===== src/rtl/fetch_bundle_queue.sv =====
// Decode-side circular FIFO for 4-wide fetch bundles with first-word fall-through head,
// skid-based fetch back-pressure, sticky overflow flag and ROB-mispredict flush.
module fetch_bundle_queue #(
  parameter int DEPTH = 4,
  parameter int SKID  = 1
) (
  input  logic                           clk,
  input  logic                           rst_n,
  input  logic                           fetch_valid,
  input  logic [63:0]                    pc_in,
  input  logic [63:0]                    inst_in,
  input  logic [63:0]                    recv_pc_in,
  input  logic [3:0]                     pred_in,
  input  logic                           has_mispredict,
  input  logic                           dec_ready,
  output logic                           stall_fetch,
  output logic                           dec_valid,
  output logic [63:0]                    pc_to_dec,
  output logic [63:0]                    inst_to_dec,
  output logic [63:0]                    recv_pc_to_dec,
  output logic [3:0]                     pred_result_to_dec,
  output logic [$clog2(DEPTH+1)-1:0]     occupancy,
  output logic                           overflow_err
);

  localparam int PW = $clog2(DEPTH);
  localparam int CW = $clog2(DEPTH + 1);
  localparam int EW = 196;
  localparam logic [CW-1:0] FULL_C     = CW'(DEPTH);
  localparam logic [CW-1:0] STALL_TH_C = CW'(DEPTH - SKID);

  logic [EW-1:0] mem_q [DEPTH];
  logic [PW-1:0] wr_ptr_q, wr_ptr_d;
  logic [PW-1:0] rd_ptr_q, rd_ptr_d;
  logic [CW-1:0] count_q, count_d;
  logic          overflow_q, overflow_d;
  logic          full, enq, deq;
  logic [EW-1:0] wr_entry, head_entry;

  assign full     = (count_q == FULL_C);
  assign deq      = dec_valid & dec_ready & ~has_mispredict;
  // A full queue still accepts when the head leaves in the same cycle.
  assign enq      = fetch_valid & ~has_mispredict & (~full | deq);
  assign wr_entry = {pred_in, recv_pc_in, inst_in, pc_in};

  always_comb begin
    wr_ptr_d   = wr_ptr_q;
    rd_ptr_d   = rd_ptr_q;
    count_d    = count_q;
    overflow_d = overflow_q | (fetch_valid & full & ~deq & ~has_mispredict);
    if (has_mispredict) begin
      wr_ptr_d = '0;
      rd_ptr_d = '0;
      count_d  = '0;
    end else begin
      if (enq) wr_ptr_d = wr_ptr_q + PW'(1);
      if (deq) rd_ptr_d = rd_ptr_q + PW'(1);
      if (enq && !deq)      count_d = count_q + CW'(1);
      else if (!enq && deq) count_d = count_q - CW'(1);
    end
  end

  always_ff @(posedge clk or negedge rst_n) begin
    if (!rst_n) begin
      wr_ptr_q   <= '0;
      rd_ptr_q   <= '0;
      count_q    <= '0;
      overflow_q <= 1'b0;
    end else begin
      wr_ptr_q   <= wr_ptr_d;
      rd_ptr_q   <= rd_ptr_d;
      count_q    <= count_d;
      overflow_q <= overflow_d;
    end
  end

  // Storage is reset so the head outputs read zero out of reset; flush leaves data intact.
  genvar gi;
  generate
    for (gi = 0; gi < DEPTH; gi++) begin : g_entry
      always_ff @(posedge clk or negedge rst_n) begin
        if (!rst_n) begin
          mem_q[gi] <= '0;
        end else if (enq && (wr_ptr_q == PW'(gi))) begin
          mem_q[gi] <= wr_entry;
        end
      end
    end
  endgenerate

  assign head_entry         = mem_q[rd_ptr_q];
  assign pc_to_dec          = head_entry[63:0];
  assign inst_to_dec        = head_entry[127:64];
  assign recv_pc_to_dec     = head_entry[191:128];
  assign pred_result_to_dec = head_entry[195:192];

  assign dec_valid    = (count_q != '0);
  assign stall_fetch  = (count_q >= STALL_TH_C);
  assign occupancy    = count_q;
  assign overflow_err = overflow_q;

endmodule

===== config.mk =====
export PLATFORM = sky130hd
export DESIGN_NAME = fetch_bundle_queue
export DESIGN_NICKNAME = d
export VERILOG_FILES = /design/src/rtl/fetch_bundle_queue.sv
export SDC_FILE = /design/constraint.sdc
export NUM_CORES = 1
export LEC_CHECK = 0
export ABC_AREA = 1
export CORE_MARGIN = 2
export CORE_UTILIZATION = 35
export CTS_CLUSTER_DIAMETER = 50
export DETAILED_ROUTE_END_ITERATION = 7
export GPL_TIMING_DRIVEN = 0
export HOLD_SLACK_MARGIN = 0.06
export PLACE_DENSITY_LB_ADDON = 0.12
export RECOVER_POWER = 25
export SLEW_MARGIN = 40
export SYNTH_ARGS = -nofsm -noshare
export SYNTH_HDL_FRONTEND = slang
export SYNTH_SLANG_ARGS = --single-unit

===== constraint.sdc =====
create_clock -name clk -period 2.95 [get_ports clk]
set_input_delay 0.7375 -clock clk [delete_from_list [all_inputs] [get_ports clk]]
set_output_delay 0.7375 -clock clk [all_outputs]
set_load 0.1 [all_outputs]

# Yosys cells after proc, flatten, opt, wreduce, memory -nomap -nowiden
# Index checks and enable logic that the tools add are counted.
[word_totals]
out_inout_bits = 202
ff_bits = 792
wordCells = 54
inputBits = 201
[op_classes]
n_eq_ne = 4
n_bitwise = 13
n_mux = 10
n_lt_le_gt_ge = 2
n_reduce_logical = 13
addsub = 4
[ops]
columns = ["cell", "n"]
rows = [
  ["196-bit binary-select mux with 2-bit select", 1],
  ["196-bit two-way mux", 2],
  ["3-bit two-way mux", 3],
  ["2-bit two-way mux", 4],
  ["1-bit bitwise AND", 7],
  ["1-bit logical AND", 6],
  ["3-bit nonzero test", 2],
  ["2-bit by 1-bit adder with 2-bit output, second input constant", 2],
  ["2-bit equality test, second input constant", 2],
  ["2-bit nonzero test", 2],
  ["3-bit by 1-bit adder with 3-bit output, second input constant", 1],
  ["3-bit equality test, second input constant", 1],
  ["3-bit by 2-bit >= comparator with 1-bit output, second input constant", 1],
  ["3-bit >= comparator, second input constant", 1],
  ["1-bit NOT", 3],
  ["2-bit NOT with 3-bit output", 1],
  ["3-bit by 1-bit subtractor with 3-bit output, second input constant", 1],
  ["2-bit by 1-bit equality test with 1-bit output, second input constant", 1],
  ["1-bit logical NOT", 2],
  ["2-bit logical NOT", 1],
  ["1-bit bitwise OR", 2],
]

# Logic depth before layout (Yosys ltp)
[logic_depth]
word_depth = 10
ltp_mapped = 12
mapped_depth_nobuf = 12

# Worst setup path after synthesis
# No wires, ideal clock.
[synth_timing]
kind = "register -> output"
startpoint = "register count_q[0] (netlist: occupancy[0])"
endpoint = "output port stall_fetch"
setup_slack_ns = -1.096
stages_incl_launch_ff = 3
t_required_ns = 2.213
path_buffers = 0
arrival_time_ns = 3.309
path_cell_list = "dfrtp_1 -> inv_1 -> o21ai_0"
[synth_between]
elab_chain_len = 1
[synth_rtl]
columns = ["element", "line_no", "text"]
rows = [
  ["start: declaration", "35", "logic [CW-1:0] count_q, count_d;"],
  ["start signal: assignment", "72", "count_q <= count_d;"],
  ["3-bit by 2-bit >= comparator with 1-bit output", "98", "assign stall_fetch = (count_q >= STALL_TH_C);"],
  ["end: declaration", "16", "output logic stall_fetch,"],
]
# No other way between the ends.

# Final worst setup path
[layout_timing]
startpoint = "register rd_ptr_q[0]"
endpoint = "output port pc_to_dec[35]"
[layout_between]
elab_chain_len = 4
[layout_rtl]
columns = ["element", "line_no", "text"]
rows = [
  ["start: declaration", "34", "logic [PW-1:0] rd_ptr_q, rd_ptr_d;"],
  ["start signal: assignment", "71", "rd_ptr_q <= rd_ptr_d;"],
  ["2-bit NOT with 3-bit output (not written as such)", "91", "assign head_entry = mem_q[rd_ptr_q];"],
  ["196-bit binary-select mux with 2-bit select", "91", ""],
  ["196-bit two-way mux (not written as such) (2 in series)", "91", ""],
  ["end: declaration", "18", "output logic [63:0] pc_to_dec,"],
]
# No other way between the ends. The select of a mux whose other input is x is not followed.

==> summary.md <==
| Metric | Value |
|---|---|
| Violations in the final reports | max-capacitance violations, max-slew violations, negative setup slack |
| Syn Inst Count | 3898 |
| Clock tree from TritonCTS | built |
| Pins Over Slew Limit | 109 |
| Remaining DRCs | 0 |
| Worst VDD drop | 1.31 mV |
| Worst setup skew after layout | 0.0227 ns |
| CTS Buf Count | 108 |
| Critical path, cell by cell | buf_12 > buf_16 > clkinv_16 > buf_16 > clkbuf_16 > o21ai_4 > o22ai_4 > buf_12 |
| Avg WL per Cell | 22.2 µm |
| Final cell utilization of the core | 51.4% |
| Fraction of synthesized cell area taken by the top area cell type | 58.0% |
| Unrepaired setup endpoints after global routing | true |
| Power density relative to cell area | 1450 nW/µm² |
| Worst slew margin | -3.24% |
| TritonCTS sink count | 792 |
| Relative area change from synthesis to final layout | 45.4% |
| CP Max Fanout | 8 |
| Placed inst area | 40300 µm² |
| Count of yosys warnings during synthesis | 0 |
| Mean Syn Cell Area | 8.77 µm² |
| Grt total ovfl | 0 |
| Ranking of synthesized cells by area | sky130_fd_sc_hd__dfrtp_1, sky130_fd_sc_hd__o21ai_1, sky130_fd_sc_hd__nand2_1 |
| Die Footprint | 100000 µm² |
| Crit path time final | 3.14 ns |
| Commonest non-fill, non-tap cells in the layout | sky130_fd_sc_hd__nand2_1, sky130_fd_sc_hd__dfrtp_1, sky130_fd_sc_hd__o21ai_1 |
| Register share of total power | 25.4% |
| Number of cell rows | 114 |
| Count of nets left with antenna violations after detail routing | 0 |
| Category of the most critical setup path | flop to primary output |
| Net count reported at finish | 4655 |
| Die boundary width | 317 µm |
| Data required time at the worst endpoint | 2.21 ns |
| Seq cells post-synth | 792 |
| I/O pin cnt | 403 |
| H-tree depth reported by CTS | 3 |
| Count of unique library cells instantiated by Yosys | 27 |
| Proportion of total power due to net switching | 46.9% |
| Area of the mapped netlist | 34200 µm² |
| Hold Slack | 0.476 ns |
| Ratio of cells with drive above 1 in the final layout | 23.9% |
| TNS Setup | -20.73 ns |
| Number of nets in the synthesized netlist | 4104 |
| Slowest CP cell | sky130_fd_sc_hd__dfrtp_1 |
| Half-perimeter wire length after detailed placement | 85100 µm |
| CORE AREA | 96700 µm² |
| Dpl ws | -0.823 ns |
| First-pass iteration count of the detailed router | 7 |
| Net switching power | 33700 µW |
| Most common cell after layout, fill and taps aside | sky130_fd_sc_hd__nand2_1 |
| Gate power share | 55.4% |
| Final Instance Area | 49700 µm² |
| Largest net degree at the start of global routing | 109 |
| Run status | finished, violations left |
| Number of global-route vias before repair | 30700 |
| Drt initial violations | 2231 |
| Portion of the post-synthesis area used by sequential elements | 58.0% |
| GR Util All Layers | 25.3% |
| Proportion of power drawn by the clock network | 19.2% |
| Number of inserted filler cells in the final layout | 9116 |
| Peak Freq | 319 MHz |
| Leakage Power | 0.0230 µW |
| Hold WC Path Type | flop to flop |
| Input/output buffers | 402 |
| CP endpoint kind | primary output |
| Period utilisation layout | 106% |
| Actual slew at the worst max-slew pin | 1.55 ns |
| Critical path startpoint category | flop |
| Number of antenna violations at the first check in global routing | 9 |
| Count of maximum capacitance violations | 1 |
| PnR worst setup slack | -0.188 ns |
| Per-cell via count in the routed design | 5.20 |
| Total wire length | 129000 µm |
| Clock transition at path regs | 0.06 ns |
| Placer congestion estimate | 0.853 |
| Master cell of the clock root buffer | sky130_fd_sc_hd__clkbuf_16 |
| Final Hold Fails | 0 |
| Routed vias | 30200 |
| Die outline height | 317 µm |
| Final setup violation count | 196 |
| Starting density of the core | 35.3% |
| Maximum count of clock buffers along a single path | 3 |
| Post-synth top area cell | sky130_fd_sc_hd__dfrtp_1 |
| Clk_lat worst skew | 0.68 ns |
| Data arrival at the endpoint of the critical path | 2.40 ns |
| Delay of the slowest cell on the worst path | 0.39 ns |
| P_int | 38300 µW |
| Wire length of the first global-routing pass | 191000 µm |
## final cells by class
type / instances / area, µm² / share of cell area [%]
antenna: 1 / 2.50 / 0.00504
buffer: 300 / 2970 / 5.97
clock buffer: 134 / 2980 / 6.00
clock inverter: 62 / 811 / 1.63
inverter: 210 / 823 / 1.66
multi-input combinational: 2594 / 14000 / 28.2
sequential: 792 / 19800 / 39.9
tap: 1276 / 1600 / 3.21
timing repair buffer: 442 / 6650 / 13.4
timing repair inverter: 1 / 30.0 / 0.0604
## what timing repair did
action,in CTS,in global routing
setup buffers,13,2
pin swaps,48,113
cloned,10,8
resized for setup,884,755
hold endpoints to repair,35,0
hold buffers,1,0
endpoints found under the setup margin,196,268
## cells by family (layout without fill, tap and decap cells)
group | Yosys count | after routing | synth area share, %
compound gates | 1380 | 1380 | 20.9
simple gates | 1208 | 1208 | 13.5
flops | 792 | 792 | 58.0
buf+inv | 512 | 1149 | 7.37
fa+ha+maj | 5 | 5 | 0.205
xor+xnor | 1 | 1 | 0.0256
other cells | 0 | 1 | 0
## power groups by stage
stage          Clock, µW  Combinational (µW)  Sequential, µW
6_report           13800               39900           18300
4_1_cts            14000               36200           17900
5_1_grt            14500               41900           18900
3_3_place_gp           0               32100           18100
2_1_floorplan          0               24100           17600
3_5_place_dp           0               30400           18000
## through the flow
step           cells  total power, µW
2_1_floorplan   3898            41700
3_3_place_gp    5576            50200
3_5_place_dp    5584            48500
4_1_cts         5803            68200
5_1_grt         5811            75300
6_report        5812            72000
## sequential cells by signal, summed over array words and instances, names as in the netlist
name,flops
mem_q,784
overflow_err,1
wr_ptr_q,2
rd_ptr_q,2
occupancy,3
## metal layers
metal,up-vias,global-route usage [%],wire length [µm]
met4,14,8.54,4290
li1,14100,-,-
met5,-,0,95
met3,218,5.46,8040
met2,845,40.5,61000
met1,15100,34.1,55600
## final timing paths
kind,start,endpoint,slack [ns],depth (start not counted)
min in group asynchronous,rst_n,mem_q[58],0.57,2
hold / removal,overflow_err,overflow_err,0.48,1
setup / recovery,rd_ptr_q[0],pc_to_dec[35],-0.19,8
hold reg to reg,overflow_err,overflow_err,0.48,1
setup reg to reg,occupancy[1],mem_q[491],0.72,8
max in group asynchronous,rst_n,mem_q[553],0.27,6
## synthesized netlist by cell type, drive strengths merged
cell / instances
a21oi: 3
dfrtp: 792
buf: 198
o21ai: 1180
nand4: 1
o22ai: 196
o21bai: 1
ha: 4
clkbuf: 104
nand3: 3
inv: 210
xnor2: 1
nand2: 807
nor3: 1
fa: 1
nor2: 396
## critical path: cells and delay by family, from the launching register on
| kind | cells | cell delay (ns) |
|---|---|---|
| flip-flops | 1 | 0.39 |
| buffers and inverters | 6 | 1.01 |
| AO/OA/AOI/OAI | 2 | 0.29 |
(Power assumes the default switching activity.)
